**src/rtl/jt51_ring_sched.sv**
```systemverilog
// rtl/jt51_ring_sched.sv - slot scheduler and access arbiter for a 32-slot recirculating ring
//
// Owns the slot counter, clears the external ring after reset and drives the
// ring din. Queued writes are injected when their slot passes the ring port;
// single-slot reads are captured the same way.
//
// Optional feature macro: JT51_RING_RD_EN (read path present when defined;
// otherwise rd_ready/rd_done/rd_data are tied 0 and rd_valid/rd_slot ignored).
//
// Ports:
//   clk, rst_n          clock, asynchronous active-low reset
//   ring_out / ring_in  ring drop (data of slot_cnt) / ring din (combinational)
//   slot_cnt, sync      current slot at the port, high while slot_cnt==0
//   init_done           ring cleared, scheduler running
//   wr_valid/wr_ready   write handshake, wr_slot/wr_data payload, busy = queue non-empty
//   rd_valid/rd_ready   read handshake, rd_slot target, rd_data valid with rd_done pulse
module jt51_ring_sched #(
  parameter int WIDTH = 5,
  parameter int SLOTS = 32,
  parameter int DEPTH = 4,
  parameter int SW    = $clog2(SLOTS)
) (
  input  logic             clk,
  input  logic             rst_n,
  input  logic [WIDTH-1:0] ring_out,
  output logic [WIDTH-1:0] ring_in,
  output logic [SW-1:0]    slot_cnt,
  output logic             sync,
  output logic             init_done,
  input  logic             wr_valid,
  output logic             wr_ready,
  input  logic [SW-1:0]    wr_slot,
  input  logic [WIDTH-1:0] wr_data,
  output logic             busy,
  input  logic             rd_valid,
  output logic             rd_ready,
  input  logic [SW-1:0]    rd_slot,
  output logic [WIDTH-1:0] rd_data,
  output logic             rd_done
);

  localparam int AW = $clog2(DEPTH);

  typedef enum logic {CLEAR, RUN} state_t;

  state_t state, state_nx;
  logic   run;

  logic [SW-1:0]    fifo_slot [DEPTH];
  logic [WIDTH-1:0] fifo_data [DEPTH];
  logic [AW-1:0]    head, tail;
  logic [AW:0]      count;
  logic             full, push, inject;

  // Free-running slot counter; SLOTS is a power of two so it wraps naturally.
  always_ff @(posedge clk or negedge rst_n) begin
    if (!rst_n) slot_cnt <= '0;
    else        slot_cnt <= slot_cnt + SW'(1);
  end

  always_ff @(posedge clk or negedge rst_n) begin
    if (!rst_n) state <= CLEAR;
    else        state <= state_nx;
  end

  // CLEAR lasts exactly one full revolution, starting at slot 0 after reset.
  always_comb begin
    state_nx = state;
    case (state)
      CLEAR:   if (slot_cnt == SW'(SLOTS - 1)) state_nx = RUN;
      RUN:     state_nx = RUN;
      default: state_nx = CLEAR;
    endcase
  end

  assign run       = (state == RUN);
  assign init_done = run;
  assign sync      = (slot_cnt == '0);

  // Write queue: only the head is ever compared against the ring port.
  assign full     = (count == (AW+1)'(DEPTH));
  assign busy     = (count != '0);
  assign wr_ready = run && !full;
  assign push     = wr_valid && wr_ready;
  assign inject   = run && busy && (fifo_slot[head] == slot_cnt);

  always_ff @(posedge clk) begin
    if (push) begin
      fifo_slot[tail] <= wr_slot;
      fifo_data[tail] <= wr_data;
    end
  end

  always_ff @(posedge clk or negedge rst_n) begin
    if (!rst_n) begin
      head  <= '0;
      tail  <= '0;
      count <= '0;
    end else begin
      if (push)   tail <= tail + AW'(1);
      if (inject) head <= head + AW'(1);
      case ({push, inject})
        2'b10:   count <= count + (AW+1)'(1);
        2'b01:   count <= count - (AW+1)'(1);
        default: count <= count;
      endcase
    end
  end

  // Unregistered ring_out -> ring_in path: zero fill, injection or recirculate.
  always_comb begin
    ring_in = '0;
    if (run) ring_in = inject ? fifo_data[head] : ring_out;
  end

`ifdef JT51_RING_RD_EN
  logic          rd_pend;
  logic [SW-1:0] rd_slot_q;

  assign rd_ready = run && !rd_pend;

  // ring_out is sampled before any same-cycle injection lands in the ring,
  // so a read colliding with a write returns the old value.
  always_ff @(posedge clk or negedge rst_n) begin
    if (!rst_n) begin
      rd_pend   <= 1'b0;
      rd_slot_q <= '0;
      rd_data   <= '0;
      rd_done   <= 1'b0;
    end else begin
      rd_done <= 1'b0;
      if (rd_pend && slot_cnt == rd_slot_q) begin
        rd_data <= ring_out;
        rd_done <= 1'b1;
        rd_pend <= 1'b0;
      end else if (rd_valid && rd_ready) begin
        rd_pend   <= 1'b1;
        rd_slot_q <= rd_slot;
      end
    end
  end
`else
  logic unused_rd;
  assign unused_rd = ^{rd_valid, rd_slot};
  assign rd_ready  = 1'b0;
  assign rd_done   = 1'b0;
  assign rd_data   = '0;
`endif

endmodule

```
**config.mk**
```make
export PLATFORM = sky130hd
export DESIGN_NAME = jt51_ring_sched
export DESIGN_NICKNAME = d
export VERILOG_FILES = /design/src/rtl/jt51_ring_sched.sv
export SDC_FILE = /design/constraint.sdc
export NUM_CORES = 1
export LEC_CHECK = 0
export CAP_MARGIN = 25
export CORE_MARGIN = 1.5
export CORE_UTILIZATION = 55
export CTS_CLUSTER_SIZE = 10
export DETAILED_ROUTE_END_ITERATION = 12
export PLACE_DENSITY = 0.84
export SLEW_MARGIN = 10
export SYNTH_ARGS = -nofsm -noshare
export SYNTH_HDL_FRONTEND = slang
export SYNTH_SLANG_ARGS = --single-unit
export TNS_END_PERCENT = 5
```
**constraint.sdc**
```tcl
create_clock -name clk -period 5.35 [get_ports clk]
set_input_delay 1.07 -clock clk [delete_from_list [all_inputs] [get_ports clk]]
set_output_delay 1.07 -clock clk [all_outputs]
set_load 0.01 [all_outputs]
```
==> flow_results.org <==
** Logic synthesis
- During synthesis, Yosys emitted a total of 0 warnings.
- Of the synthesized area, sequential elements account for 0.6552.
- Cell types occupying the most area after synthesis :: edfxtp_1 (52%), dfrtp_1 (14%), mux4_1 (6.8%)
- Yosys mapped the design onto 29 distinct sky130hd cell types.
- In this run the cell area of the synthesized design comes to approximately 0.0023 mm2.
- Flops & latches, synth :: 53
- The average instance in the mapped netlist occupies roughly 16 um2.
- Synthesis produced a netlist whose cell count is about 140.
- Portion of synthesized cell area occupied by the leading cell type :: 0.5156
- Of all cell types, the one taking the most synthesized area is edfxtp_1.

** Setup path
- Count of cells along the worst register-to-register path :: 10
- The critical path goes through mux4_1 > xnor2_1 > and4_1 > nand3_1 > a21oi_1 > clkdlybuf4s50_1.
- The endpoint identified for the worst register-to-register timing path is count[2].
- For this design, the slowest cell found on the critical path is dfrtp_1.
- Launching element type of the critical path :: register
- STA puts the critical path data required time at 4280 ps.
- By startpoint and endpoint, the worst setup path is classified as register to output port.
- In this design, the stage delay of the slowest critical-path cell is about 760 ps.
- The worst setup path is captured at an output port.
- The startpoint identified for the worst register-to-register timing path is head[0].
- Data on the critical path arrives at its endpoint at approximately 3100 ps.
- R2r setup slk :: between 2000 and 2500 ps
- Along the worst path, the maximum fanout reaches 12.

** Hold path
- In this run the most critical hold path is launched from count[2].
- End of the worst hold path :: count[2]
- Hold Path Cell Cnt :: 1
- Worst min path class :: register to register

** Clocking
- Clock-pin slew was measured on the worst setup and hold paths at 90 ps.
- Count of cells resized by post-cts repair :: 0
- Clock Root Buffer :: clkbuf_8
- TritonCTS built the clock tree.
- Number of buffers inserted to repair setup after CTS :: 0
- Number of buffers on the longest clock path :: 2
- For this design, the CTS-stage hold fixing added 0 buffers.
- Total CTS buffers :: 5
- Clock latency on the worst-skew pair :: 290 ps
- Counting every sink on the clock net gives between 50 and 60.
- H-tree lvl count :: 2

** Floorplanning
- The floorplan step defined a die boundary enclosing 0.004636 mm2.
- Measured along the x axis, the die boundary spans approximately 70 um.
- Initial standard-cell utilization of the core :: 0.5783
- The floorplan step set the die height to between 60 and 70 um.
- Core Area :: 0.004029 mm2
- In this run the core area contains 23 standard-cell rows.
- Top-level port count :: 45

** Flow run
- Maxcap violations :: 0

** Global routing
- Largest net degree at the start of global routing :: 16
- Global route total overflow :: 0
- Global-route wire length before repair :: between 5 and 6 mm
- The number of antenna violations at the first check in global routing was 0.
- In the global route stage, overall resource usage came out at 0.1883.
- The via count of the first global-routing pass was 1281.

** Routing
- Per-cell routed wire length :: between 15 and 20 um
- Using the TritonRoute via totals, the vias-per-cell ratio works out to 5.498.
- Total number of vias :: around 1.2k
- Number of design-rule violations left by the first detailed-router iteration :: 45
- The routed design has between 3 and 4 mm of wire.
- The first detailed-routing pass ran for 4 iterations.
- Antenna viol nets, final :: 0
- Post-detailed-route DRC marker count :: 0

** Timing
- Final setup TNS :: 0 ps
- Headroom to the max-slew limit came out at 0.5775.
- For the pin with the worst max-slew slack, the measured transition is between 600 and 700 ps.
- The clock arrives with between 4 and 5 ps of skew.
- Of the available clock period, the critical path in the final layout requires 0.7706.
- The tightest hold path in the finished design has a slack of ~510 ps.
- Finish-stage setup viols :: 0
- Number of slew-limit violations in the final report :: 0
- Setup repair after global routing left no endpoint under its margin.
- The worst path needs 4123 ps of the cycle, external delays included.
- Fmax :: ~240 MHz
- The number of hold violations in the final report came to 0.

** Finish
- Top library cells by usage in the layout, fill and taps aside :: edfxtp_1 (40), clkdlybuf4s50_1 (31), dfrtp_1 (13), inv_1 (9)
- In the final layout, the share of cells above drive strength 1 is 0.07345.
- Final cell count without fillers :: 227
- The area growth from synthesis to layout is 18.69%.
- The repair_antennas step left the layout with diodes totalling 0.
- Commonest non-fill, non-tap cell in the layout :: edfxtp_1
- Final-stage net count :: about 210
- Filler Cell Count :: ~260

** Pwr
- Of the total power, the clock network draws 0.226.
- Logic gate share of total power :: 0.280
- Switching share of total power :: 0.2891
- In this run the static leakage power is between 1 and 1.5 nW.
- IR analysis of the VDD net gives a maximum drop of 0.2310 mV.
- Summed over all nets, the switching power comes to around 350 uW.
- Cell internal power was estimated by the tool at about 860 uW.
- Power density over cell area :: between 400 and 500 mW/mm2
- The share of total power dissipated in sequential elements is 0.494.

** Placement
- In this run, placement finished with an instance count of approximately 220.
- Detailed placement finished with a half-perimeter wire length of approximately 2.8 mm.
- Total of buffers placed on input and output ports :: 31
- The congestion estimate from routability-driven global placement came to roughly 0.73.

** Status
- Result of the run :: completed
[how the worst max path moves through the flow]
stage	startpoint	end	slack, ps	depth (start not counted)
after CTS	head[0]	ring_in[2]	1200	6
final	head[0]	ring_in[3]	1230	6
after global routing	head[0]	ring_in[3]	1000	6
after detailed placement	head[0]	ring_in[2]	1540	6
after floorplan	head[0]	ring_in[2]	2480	7
after global placement	head[0]	ring_in[3]	1570	6
[cell families (layout without fill, tap and decap cells)]
group / Yosys count / in the layout / share of synthesized area
DFF: 53 / 53 / 0.6552
and+or+nand+nor: 27 / 27 / 0.06499
buffers and inverters: 19 / 48 / 0.04726
xor gates and xnor gates: 13 / 13 / 0.04887
muxes: 11 / 11 / 0.1106
adders and majority gates: 9 / 9 / 0.05156
AOI/OAI and AO/OA: 9 / 9 / 0.01987
other: 1 / 7 / 0.001610
[per-stage QoR]
step           instance area, um2  power (mW)  utilization  worst slack, ps
2_1_floorplan                2352      0.8445            -             2483
3_3_place_gp                 2649      0.9204       0.6575             1575
3_5_place_dp                 2649      0.9469       0.6575             1536
4_1_cts                      2765       1.218       0.6863             1199
5_1_grt                      2765       1.274       0.6863            996.4
6_report                     2765       1.207       0.6863             1227
[critical path, delay by kind of cell (launching register included)]
| family | cells | cell delay [ps] |
|---|---|---|
| multiplexers | 1 | 650 |
| buffers and inverters | 1 | 550 |
| XOR/XNOR | 1 | 210 |
| AO/OA/AOI/OAI | 1 | 140 |
| flip-flops | 1 | 760 |
| AND/OR/NAND/NOR | 2 | 440 |
[synthesized netlist by cell type (all sizes together)]
| library cell | instances |
|---|---|
| mux4 | 10 |
| fa | 1 |
| or3 | 1 |
| a31oi | 1 |
| nand4 | 1 |
| xnor2 | 8 |
| a21oi | 2 |
| nor4b | 1 |
| nand2 | 5 |
| dfrtp | 13 |
| o21ai | 6 |
| xor2 | 5 |
| and2 | 3 |
| and3 | 6 |
| inv | 9 |
| conb | 1 |
| mux2i | 1 |
| and4 | 1 |
| nand3 | 6 |
| buf | 10 |
| edfxtp | 40 |
| or2 | 1 |
| ha | 8 |
| nor2 | 2 |
[sequential cells by signal (all words and copies together) (netlist names)]
| register | flops |
|---|---|
| fifo_slot | 20 |
| init_done | 1 |
| slot_cnt | 5 |
| count | 3 |
| fifo_data | 20 |
| tail | 2 |
| head | 2 |
[area by class of cell]
class / instances / area, um2 / share of cell area
Sequential cell: 53 / 1526 / 0.5520
Multi-Input combinational cell: 76 / 715.7 / 0.2588
Timing Repair Buffer: 31 / 310.3 / 0.1122
Clock buffer: 7 / 86.33 / 0.03122
Tap cell: 50 / 62.56 / 0.02262
Inverter: 9 / 33.78 / 0.01222
Clock inverter: 1 / 30.03 / 0.01086
[power by group through the flow]
stage          clock (mW)  combinational [mW]  sequential (mW)
2_1_floorplan           0               0.278            0.567
3_3_place_gp            0               0.322            0.599
3_5_place_dp            0               0.340            0.607
4_1_cts             0.278               0.343            0.598
5_1_grt             0.296               0.372            0.606
6_report            0.272               0.339            0.596
[per-layer routing]
metal	track usage	wire, um
met2	0.3204	2023
met5	0	0
met1	0.2216	1530
met3	0.04276	234
met4	0.1025	61
No activity file was read; power rests on OpenSTA's default activity.
